==> config.mk <==
export PLATFORM = sky130hd
export DESIGN_NAME = mem_txn_fsm
export DESIGN_NICKNAME = d
export VERILOG_FILES = /design/src/rtl/mem_txn_fsm.sv
export SDC_FILE = /design/constraint.sdc
export NUM_CORES = 1
export LEC_CHECK = 0
export CORE_MARGIN = 2
export CORE_UTILIZATION = 52
export DETAILED_ROUTE_END_ITERATION = 16
export GPL_TIMING_DRIVEN = 1
export PLACE_DENSITY = 0.8
export SETUP_SLACK_MARGIN = 0.05
export SYNTH_ARGS = -nofsm -noshare
export SYNTH_HDL_FRONTEND = slang
export SYNTH_SLANG_ARGS = --single-unit
==> constraint.sdc <==
create_clock -name clk -period 3.3 [get_ports clk]
set_input_delay 0.66 -clock clk [delete_from_list [all_inputs] [get_ports clk]]
set_output_delay 0.66 -clock clk [all_outputs]
set_load 0.05 [all_outputs]
==> src/rtl/mem_txn_fsm.sv <==
`default_nettype none
// =============================================================================
// mem_txn_fsm : breaks one flash read/write request into SPI controller bytes
// Rev 1.0
// =============================================================================
module mem_txn_fsm #(
    parameter int unsigned GAP_CYCLES = 4,
    parameter logic [15:0] POLL_MAX   = 16'd4096
) (
    input  logic        clk,
    input  logic        rst_n,
    input  logic        req_valid,
    output logic        req_ready,
    input  logic        req_rw,
    input  logic        req_quad,
    input  logic [23:0] req_addr,
    input  logic [8:0]  req_len,
    input  logic        wr_valid,
    input  logic [7:0]  wr_data,
    output logic        wr_ready,
    output logic        rd_valid,
    output logic [7:0]  rd_data,
    input  logic        rd_ready,
    output logic        busy,
    output logic        done,
    output logic        err,
    output logic        spi_start,
    output logic        spi_rw,
    output logic        spi_quad,
    output logic        spi_tx_valid,
    output logic [7:0]  spi_tx_data,
    input  logic        spi_tx_ready,
    input  logic        spi_rx_valid,
    input  logic [7:0]  spi_rx_data,
    output logic        spi_rx_ready,
    input  logic        spi_done
);

    localparam int unsigned GW = (GAP_CYCLES > 1) ? $clog2(GAP_CYCLES) : 1;
    localparam logic [GW-1:0] GAP_LAST = GW'(GAP_CYCLES - 1);

    typedef enum logic [3:0] {
        S_IDLE     = 4'd0,
        S_WREN     = 4'd1,
        S_GAP1     = 4'd2,
        S_CMD      = 4'd3,
        S_ADDR     = 4'd4,
        S_DUMMY    = 4'd5,
        S_RDATA    = 4'd6,
        S_WDATA    = 4'd7,
        S_GAP2     = 4'd8,
        S_POLL_CMD = 4'd9,
        S_POLL_RD  = 4'd10,
        S_FIN      = 4'd11
    } state_t;

    state_t        state_q, state_d;
    logic          rw_q, rw_d;
    logic          quad_q, quad_d;
    logic [23:0]   addr_q, addr_d;
    logic [8:0]    len_q, len_d;
    logic [8:0]    cnt_q, cnt_d;
    logic [GW-1:0] gap_q, gap_d;
    logic [15:0]   poll_q, poll_d;
    logic          sent_q, sent_d;
    logic          err_q, err_d;
    logic [7:0]    rbuf_q, rbuf_d;
    logic          rbuf_vld_q, rbuf_vld_d;

    logic          tx_state;
    logic          tx_avail;
    logic [7:0]    tx_byte;
    logic          byte_done;
    logic [16:0]   poll_inc;

    assign rd_valid  = rbuf_vld_q;
    assign rd_data   = rbuf_q;
    assign byte_done = sent_q & spi_done;
    assign poll_inc  = {1'b0, poll_q} + 17'd1;

    always_comb begin
        state_d      = state_q;
        rw_d         = rw_q;
        quad_d       = quad_q;
        addr_d       = addr_q;
        len_d        = len_q;
        cnt_d        = cnt_q;
        gap_d        = gap_q;
        poll_d       = poll_q;
        sent_d       = sent_q;
        err_d        = err_q;
        rbuf_d       = rbuf_q;
        rbuf_vld_d   = rbuf_vld_q;
        req_ready    = 1'b0;
        wr_ready     = 1'b0;
        spi_start    = 1'b0;
        spi_rw       = 1'b0;
        spi_quad     = 1'b0;
        spi_tx_valid = 1'b0;
        spi_tx_data  = 8'h00;
        spi_rx_ready = 1'b0;
        busy         = (state_q != S_IDLE);
        done         = (state_q == S_FIN);
        err          = (state_q == S_FIN) & err_q;
        tx_state     = 1'b0;
        tx_avail     = 1'b1;
        tx_byte      = 8'h00;

        if (rbuf_vld_q && rd_ready) begin
            rbuf_vld_d = 1'b0;
        end

        case (state_q)
            S_IDLE: begin
                req_ready = rst_n;
                if (req_valid) begin
                    rw_d   = req_rw;
                    quad_d = req_quad;
                    addr_d = req_addr;
                    len_d  = req_len;
                    cnt_d  = 9'd0;
                    gap_d  = '0;
                    poll_d = 16'd0;
                    sent_d = 1'b0;
                    err_d  = 1'b0;
                    if (req_len == 9'd0 || req_len > 9'd256) begin
                        err_d   = 1'b1;
                        state_d = S_FIN;
                    end else begin
                        state_d = req_rw ? S_CMD : S_WREN;
                    end
                end
            end
            S_WREN: begin
                tx_state = 1'b1;
                tx_byte  = 8'h06;
                if (byte_done) begin
                    gap_d   = '0;
                    state_d = S_GAP1;
                end
            end
            S_GAP1, S_GAP2: begin
                if (gap_q == GAP_LAST) begin
                    gap_d   = '0;
                    state_d = (state_q == S_GAP1) ? S_CMD : S_POLL_CMD;
                end else begin
                    gap_d = gap_q + 1'b1;
                end
            end
            S_CMD: begin
                tx_state = 1'b1;
                if (rw_q) tx_byte = quad_q ? 8'h6B : 8'h03;
                else      tx_byte = quad_q ? 8'h32 : 8'h02;
                if (byte_done) begin
                    cnt_d   = 9'd0;
                    state_d = S_ADDR;
                end
            end
            S_ADDR: begin
                tx_state = 1'b1;
                case (cnt_q[1:0])
                    2'd0:    tx_byte = addr_q[23:16];
                    2'd1:    tx_byte = addr_q[15:8];
                    default: tx_byte = addr_q[7:0];
                endcase
                if (byte_done) begin
                    if (cnt_q == 9'd2) begin
                        cnt_d = 9'd0;
                        if (!rw_q)       state_d = S_WDATA;
                        else if (quad_q) state_d = S_DUMMY;
                        else             state_d = S_RDATA;
                    end else begin
                        cnt_d = cnt_q + 9'd1;
                    end
                end
            end
            S_DUMMY: begin
                // One zero byte yields the eight dummy clocks of the quad read
                tx_state = 1'b1;
                tx_byte  = 8'h00;
                if (byte_done) state_d = S_RDATA;
            end
            S_RDATA: begin
                spi_start    = 1'b1;
                spi_rw       = 1'b1;
                spi_quad     = quad_q;
                spi_rx_ready = ~rbuf_vld_q;
                if (spi_rx_valid && !rbuf_vld_q) begin
                    rbuf_d     = spi_rx_data;
                    rbuf_vld_d = 1'b1;
                    if (cnt_q == len_q - 9'd1) state_d = S_FIN;
                    else                       cnt_d   = cnt_q + 9'd1;
                end
            end
            S_WDATA: begin
                tx_state = 1'b1;
                tx_byte  = wr_data;
                tx_avail = wr_valid;
                spi_quad = quad_q;
                wr_ready = ~sent_q & spi_tx_ready;
                if (byte_done) begin
                    if (cnt_q == len_q - 9'd1) begin
                        gap_d   = '0;
                        state_d = S_GAP2;
                    end else begin
                        cnt_d = cnt_q + 9'd1;
                    end
                end
            end
            S_POLL_CMD: begin
                tx_state = 1'b1;
                tx_byte  = 8'h05;
                if (byte_done) state_d = S_POLL_RD;
            end
            S_POLL_RD: begin
                spi_start    = 1'b1;
                spi_rw       = 1'b1;
                spi_rx_ready = 1'b1;
                if (spi_rx_valid) begin
                    if (!spi_rx_data[0]) begin
                        state_d = S_FIN;
                    end else begin
                        poll_d = (poll_q == 16'hFFFF) ? poll_q : poll_inc[15:0];
                        if (poll_inc >= {1'b0, POLL_MAX}) begin
                            err_d   = 1'b1;
                            state_d = S_FIN;
                        end
                    end
                end
            end
            S_FIN: begin
                state_d = S_IDLE;
            end
            default: begin
                state_d = S_IDLE;
            end
        endcase

        // Shared single-byte TX handshake: present, hand off, then wait for completion
        if (tx_state) begin
            spi_start    = 1'b1;
            spi_tx_valid = ~sent_q & tx_avail;
            spi_tx_data  = sent_q ? 8'h00 : tx_byte;
            if (!sent_q && tx_avail && spi_tx_ready) sent_d = 1'b1;
            if (byte_done)                           sent_d = 1'b0;
        end
    end

    always_ff @(posedge clk) begin
        if (!rst_n) begin
            state_q    <= S_IDLE;
            rw_q       <= 1'b0;
            quad_q     <= 1'b0;
            addr_q     <= 24'd0;
            len_q      <= 9'd0;
            cnt_q      <= 9'd0;
            gap_q      <= '0;
            poll_q     <= 16'd0;
            sent_q     <= 1'b0;
            err_q      <= 1'b0;
            rbuf_q     <= 8'h00;
            rbuf_vld_q <= 1'b0;
        end else begin
            state_q    <= state_d;
            rw_q       <= rw_d;
            quad_q     <= quad_d;
            addr_q     <= addr_d;
            len_q      <= len_d;
            cnt_q      <= cnt_d;
            gap_q      <= gap_d;
            poll_q     <= poll_d;
            sent_q     <= sent_d;
            err_q      <= err_d;
            rbuf_q     <= rbuf_d;
            rbuf_vld_q <= rbuf_vld_d;
        end
    end

endmodule
`default_nettype wire

* Word-level counts from Yosys, hierarchy flattened
Index checks and enable logic that the tools add are counted.
** Word-level totals
- Register bits after elaboration :: 77
- Output and inout bits :: 27
- Input bits :: 59
** Operators by class
- Order comparisons :: 2
- Bitwise operators :: 6
- Equal/unequal tests :: 33
- Muxes and demuxes :: 70
- Add/sub/neg operators :: 4
- Reductions and logical operators :: 25
** Operator list (number)
- 4-bit 2-to-1 mux :: 17
- 16-bit 2-to-1 mux :: 4
- 9-bit 2-to-1 mux :: 7
- 9-bit case mux with 5 select lines :: 1
- 4-bit case mux with 10 select lines :: 1
- 8-bit case mux with 5 select lines :: 1
- 2-bit != test, second input constant :: 16
- 16-bit case mux with 2 select lines :: 1
- 1-bit 2-to-1 mux :: 21
- 16-bit by 1-bit adder with 17-bit output, second input constant :: 1
- 17-bit by 13-bit greater-or-equal comparator with 1-bit output, second input constant :: 1
- 16-bit == test, second input constant :: 1
- 4-bit by 3-bit == test with 1-bit output, second input constant :: 4
- 4-bit == test, second input constant :: 4
- 2-bit 2-to-1 mux :: 8
- 8-bit 2-to-1 mux :: 2
- 8-bit case mux with 2 select lines :: 1
- 5-bit AND reduction :: 3
- 7-bit 2-to-1 mux :: 2
- 14-bit AND reduction :: 1
- 9-bit by 1-bit adder with 9-bit output, second input constant :: 1
- 9-bit by 2-bit == test with 1-bit output, second input constant :: 1
- 9-bit == test :: 1
- 9-bit greater-than comparator, second input constant :: 1
- other kinds (25) :: 39

* Longest topological paths before layout
- Depth in word-level cells :: 7
- Depth in mapped cells :: 11
- Mapped depth without buffers :: 9

* Worst setup path before layout
Ideal clock, no wire load.
- Path type :: reg2out
- Start point :: register cnt_q[0]
- End point :: output spi_tx_data[1]
- Data required time :: 2.640 ns
- Setup slack :: 0.164 ns
- Arrival :: 2.476 ns
- Cell stages (with the launch flop) :: 9
- Path through :: dfxtp_1 > inv_1 > ha_1 > clkbuf_1 > nor2_1 > nand2_1 > nand2_1 > a32oi_1 > nor3_1
** Between the ends
- Cells in the longest elaborated chain, start to end :: 5
- Elaborated cells on any way between the ends :: 6
- Those cells by class :: 1 x eq/ne; 4 x mux; 1 x reduce/logical
** Ends and longest elaborated chain
- start: declaration :: RTL line 62 : logic [8:0] cnt_q, cnt_d;
- start signal: assignment :: RTL line 269 : cnt_q <= cnt_d;
- 2-bit by 1-bit == test with 1-bit output / 2-bit zero test (equally long branches) :: RTL line 161 : case (cnt_q[1:0])
- 8-bit case mux with 2 select lines (*) :: RTL line 161
- 8-bit case mux with 5 select lines (*) :: RTL line 113 : case (state_q)
- 8-bit 2-to-1 mux (*) :: RTL line 243 : spi_tx_data = sent_q ? 8'h00 : tx_byte;
- 8-bit 2-to-1 mux (*) :: RTL line 240 : if (tx_state) begin
- end: declaration :: RTL line 31 : output logic [7:0] spi_tx_data,
Mark *: on every way between the ends. The rest lies on a longest branch, timed or not.

* Final worst setup path
- Start point :: register state_q[1]
- End point :: output spi_tx_data[1]
** Between the ends
- Cells in the longest elaborated chain, start to end :: 4
- Elaborated cells on any way between the ends :: 11
- Those cells by class :: 6 x eq/ne; 4 x mux; 1 x reduce/logical
** Ends and longest elaborated chain
- start: declaration :: RTL line 57 : state_t state_q, state_d;
- start signal: assignment :: RTL line 264 : state_q <= state_d;
- 4-bit == test, or another cell as far along :: RTL line 113
- 8-bit case mux with 5 select lines / 6-bit OR reduction (equally long branches)
- 8-bit 2-to-1 mux / 1-bit 2-to-1 mux (equally long branches) :: RTL line 243, 113
- 8-bit 2-to-1 mux (*) :: RTL line 240
Marks and branches as above.

==> results.sh <==
export IMPL_core_sq_um=8180
export IMPL_grt_antenna_before_repair=0
export IMPL_finalNetCount=719
export IMPL_avgViaCountPerCell=5.82
export IMPL_antenna_cells=0
export IMPL_slew_violations=0
export IMPL_hold_buffers=0
export IMPL_final_fill_count=719
export IMPL_required_ps=2640
export IMPL_start_util_pct=53.2
export IMPL_track_usage_pct=26.2
export IMPL_relSlewSlack_pct=49.1
export IMPL_endpoint_kind="output port"
export IMPL_syn_inst=581
export IMPL_fin_crit_sh_pct=92.7
export IMPL_syn_avg_cell_area_sq_um=7.48
export IMPL_leakagePower_nw=2.01
export IMPL_first_pass_iters=8
export IMPL_worst_setup_path_start_kind="flip-flop"
export IMPL_cts_root_buf="clkbuf_8"
export IMPL_gp_congestion=0.904
export IMPL_drc=0
export IMPL_cp_common_cell="nor2_1"
export IMPL_grt_pass1_vias=4075
export IMPL_die_height_um=95.4
export IMPL_cts_tree="done"
export IMPL_yosys_warnings=0
export IMPL_synthDistinctLibCells=66
export IMPL_die_area_sq_um=9110
export IMPL_grt_pass1_wl_um=18800
export IMPL_seq_area_frac_synth_pct=35.5
export IMPL_cp_arrival_ps=2400
export IMPL_crit_type="flip-flop to output port"
export IMPL_drt_iter0_drc=299
export IMPL_final_cell_mix="nand2_1, a21oi_1, dfxtp_1"
export IMPL_clock_latency_ps=350
export IMPL_hold_class="flip-flop to flip-flop"
export IMPL_area_growth_syn_to_layout_pct=25.4
export IMPL_r2r_start="len_q[0]$_SDFFE_PN0P_"
export IMPL_min_from="addr_q[15]$_SDFFE_PN0P_"
export IMPL_grt_setup_unrepaired="false"
export IMPL_cts_buffers_inserted=9
export IMPL_routedWlPerCell_um=15.7
export IMPL_drt_wl_total_um=12000
export IMPL_slowest_delay_ps=490
export IMPL_drive_gt1_share_pct=9.28
export IMPL_cap_violations=0
export IMPL_grt_start_max_net_pins=55
export IMPL_die_w_um=95.4
export IMPL_peakVddDrop_mv=0.644
export IMPL_num_vias=4433
export IMPL_ys_flop_type="dfxtp_1"
export IMPL_cts_resized=0
export IMPL_finalSetupTns_ps=0
export IMPL_final_common_cell="nand2_1"
export IMPL_setup_worst_path_start="state_q[1]$_SDFFE_PN0P_"
export IMPL_synthArstFlopShare_pct=0
export IMPL_finClkSkew_ps=10.4
export IMPL_clockBufferDepth=2
export IMPL_finalHoldViolations=0
export IMPL_gr_total_overflow=0
export IMPL_ys_ff_latch=77
export IMPL_netlist_area_sq_um=4350
export IMPL_worstPathMaxFanout=15
export IMPL_clkSlewWorstSetupHoldPaths_ps=70
export IMPL_ioPinCount=86
export IMPL_detail_route_antenna_nets=0
export IMPL_cp_cell_sequence="nor2_1 > a21oi_1 > nor2_1 > o21bai_1 > nor3_1 > buf_4"
export IMPL_synth_nets=647
export IMPL_powerDensity_nw_per_um2=679
export IMPL_hold_ws_ps=460
export IMPL_finalSetupViolCount=0
export IMPL_hpwl_um=8950
export IMPL_status="completed"
export IMPL_placementRows=33
export IMPL_post_cts_setup_buffers=0
export IMPL_post_route_min_period_ps=3060
export IMPL_cts_num_sinks=77
export IMPL_worstMarginPinSlew_ps=756
export IMPL_clock_fmax_mhz=327
export IMPL_slowest_stage="nor2_1"
export IMPL_cts_max_level=3
export IMPL_portBuffers=85
export IMPL_synth_edf_count=0
==> cells in the mapped netlist (6+ instances only) <==
library cell	instances	area, sq um
a21oi_1	77	385
a22oi_1	8	60.1
a31oi_1	7	43.8
buf_2	8	40.0
clkbuf_1	21	78.8
dfxtp_1	77	1540
ha_1	7	87.6
inv_1	12	45.0
mux2i_1	9	90.1
nand2_1	118	443
nand3_1	13	65.1
nand4_1	9	56.3
nor2_1	65	244
nor3_1	6	30.0
o21ai_0	20	100
or3_1	10	62.6
xnor2_1	7	61.3
xor2_1	12	105
==> logic make-up after synthesis <==
| kind of cell | synth area share [%] |
|---|---|
| AND/OR/NAND/NOR | 28.6 |
| AO/OA/AOI/OAI | 21.8 |
| multiplexers | 2.85 |
| adder cells (fa/ha/maj) | 2.01 |
| buffers and inverters | 5.06 |
| XOR/XNOR | 4.20 |
| flip-flops | 35.5 |
==> through the flow <==
step | setup WS (ps) | area, sq um | util (%) | total power [mW] | instances
finish | 240 | 5450 | 66.7 | 3.70 | 762
global route | 51.2 | 5450 | 66.7 | 3.90 | 762
CTS | 213 | 5450 | 66.6 | 3.69 | 762
detailed placement | 466 | 5250 | 64.2 | 2.96 | 747
global placement | 538 | 5250 | 64.2 | 2.93 | 747
floorplan | 164 | 4350 | - | 2.47 | 581
==> layout make-up <==
type,instances,area [sq um],area share [%]
multi-input combinational,456,2590,47.5
sequential,77,1540,28.3
timing repair buffer,96,941,17.3
clock buffer,11,151,2.78
tap,105,131,2.41
inverter,13,48.8,0.895
clock inverter,4,47.5,0.872
==> flip-flops by register name (all words and copies together), names as in the netlist <==
signal and cells:
addr_q 24, sent_q 1, err_q 1, gap_q 2
cnt_q 9, rd_valid 1, len_q 9, poll_q 16
rd_data 8, rw_q 1, quad_q 1, state_q 4
==> metal layers <==
metal  part of all wire [%]  GRT usage [%]
met1                     42           32.8
met2                     50           46.2
met3                    5.8           3.64
met4                    2.1           8.69
met5                      0              0
==> worst max-delay path: cells and delay by family, from the launching register on <==
family	cells	cell delay, ps
DFF	1	460
buffers and inverters	1	260
AOI/OAI and AO/OA	2	360
and+or+nand+nor	3	970
==> where the power goes <==
group	total [mW]	leakage, nW	switching (mW)	internal [mW]
Combinational	1.72	1.28	1.08	0.640
Clock	0.733	0.101	0.349	0.384
Sequential	1.25	0.626	0.178	1.07
==> path summary, 6_finish.rpt <==
path              slack, ps                       to  depth (start not counted)
setup / recovery        240           spi_tx_data[1]                          6
hold / removal          460  addr_q[15]$_SDFFE_PN0P_                          2
setup reg to reg        580    cnt_q[7]$_SDFFE_PN0P_                          9
hold reg to reg         460  addr_q[15]$_SDFFE_PN0P_                          2
Power figures use the tool's default switching activity.
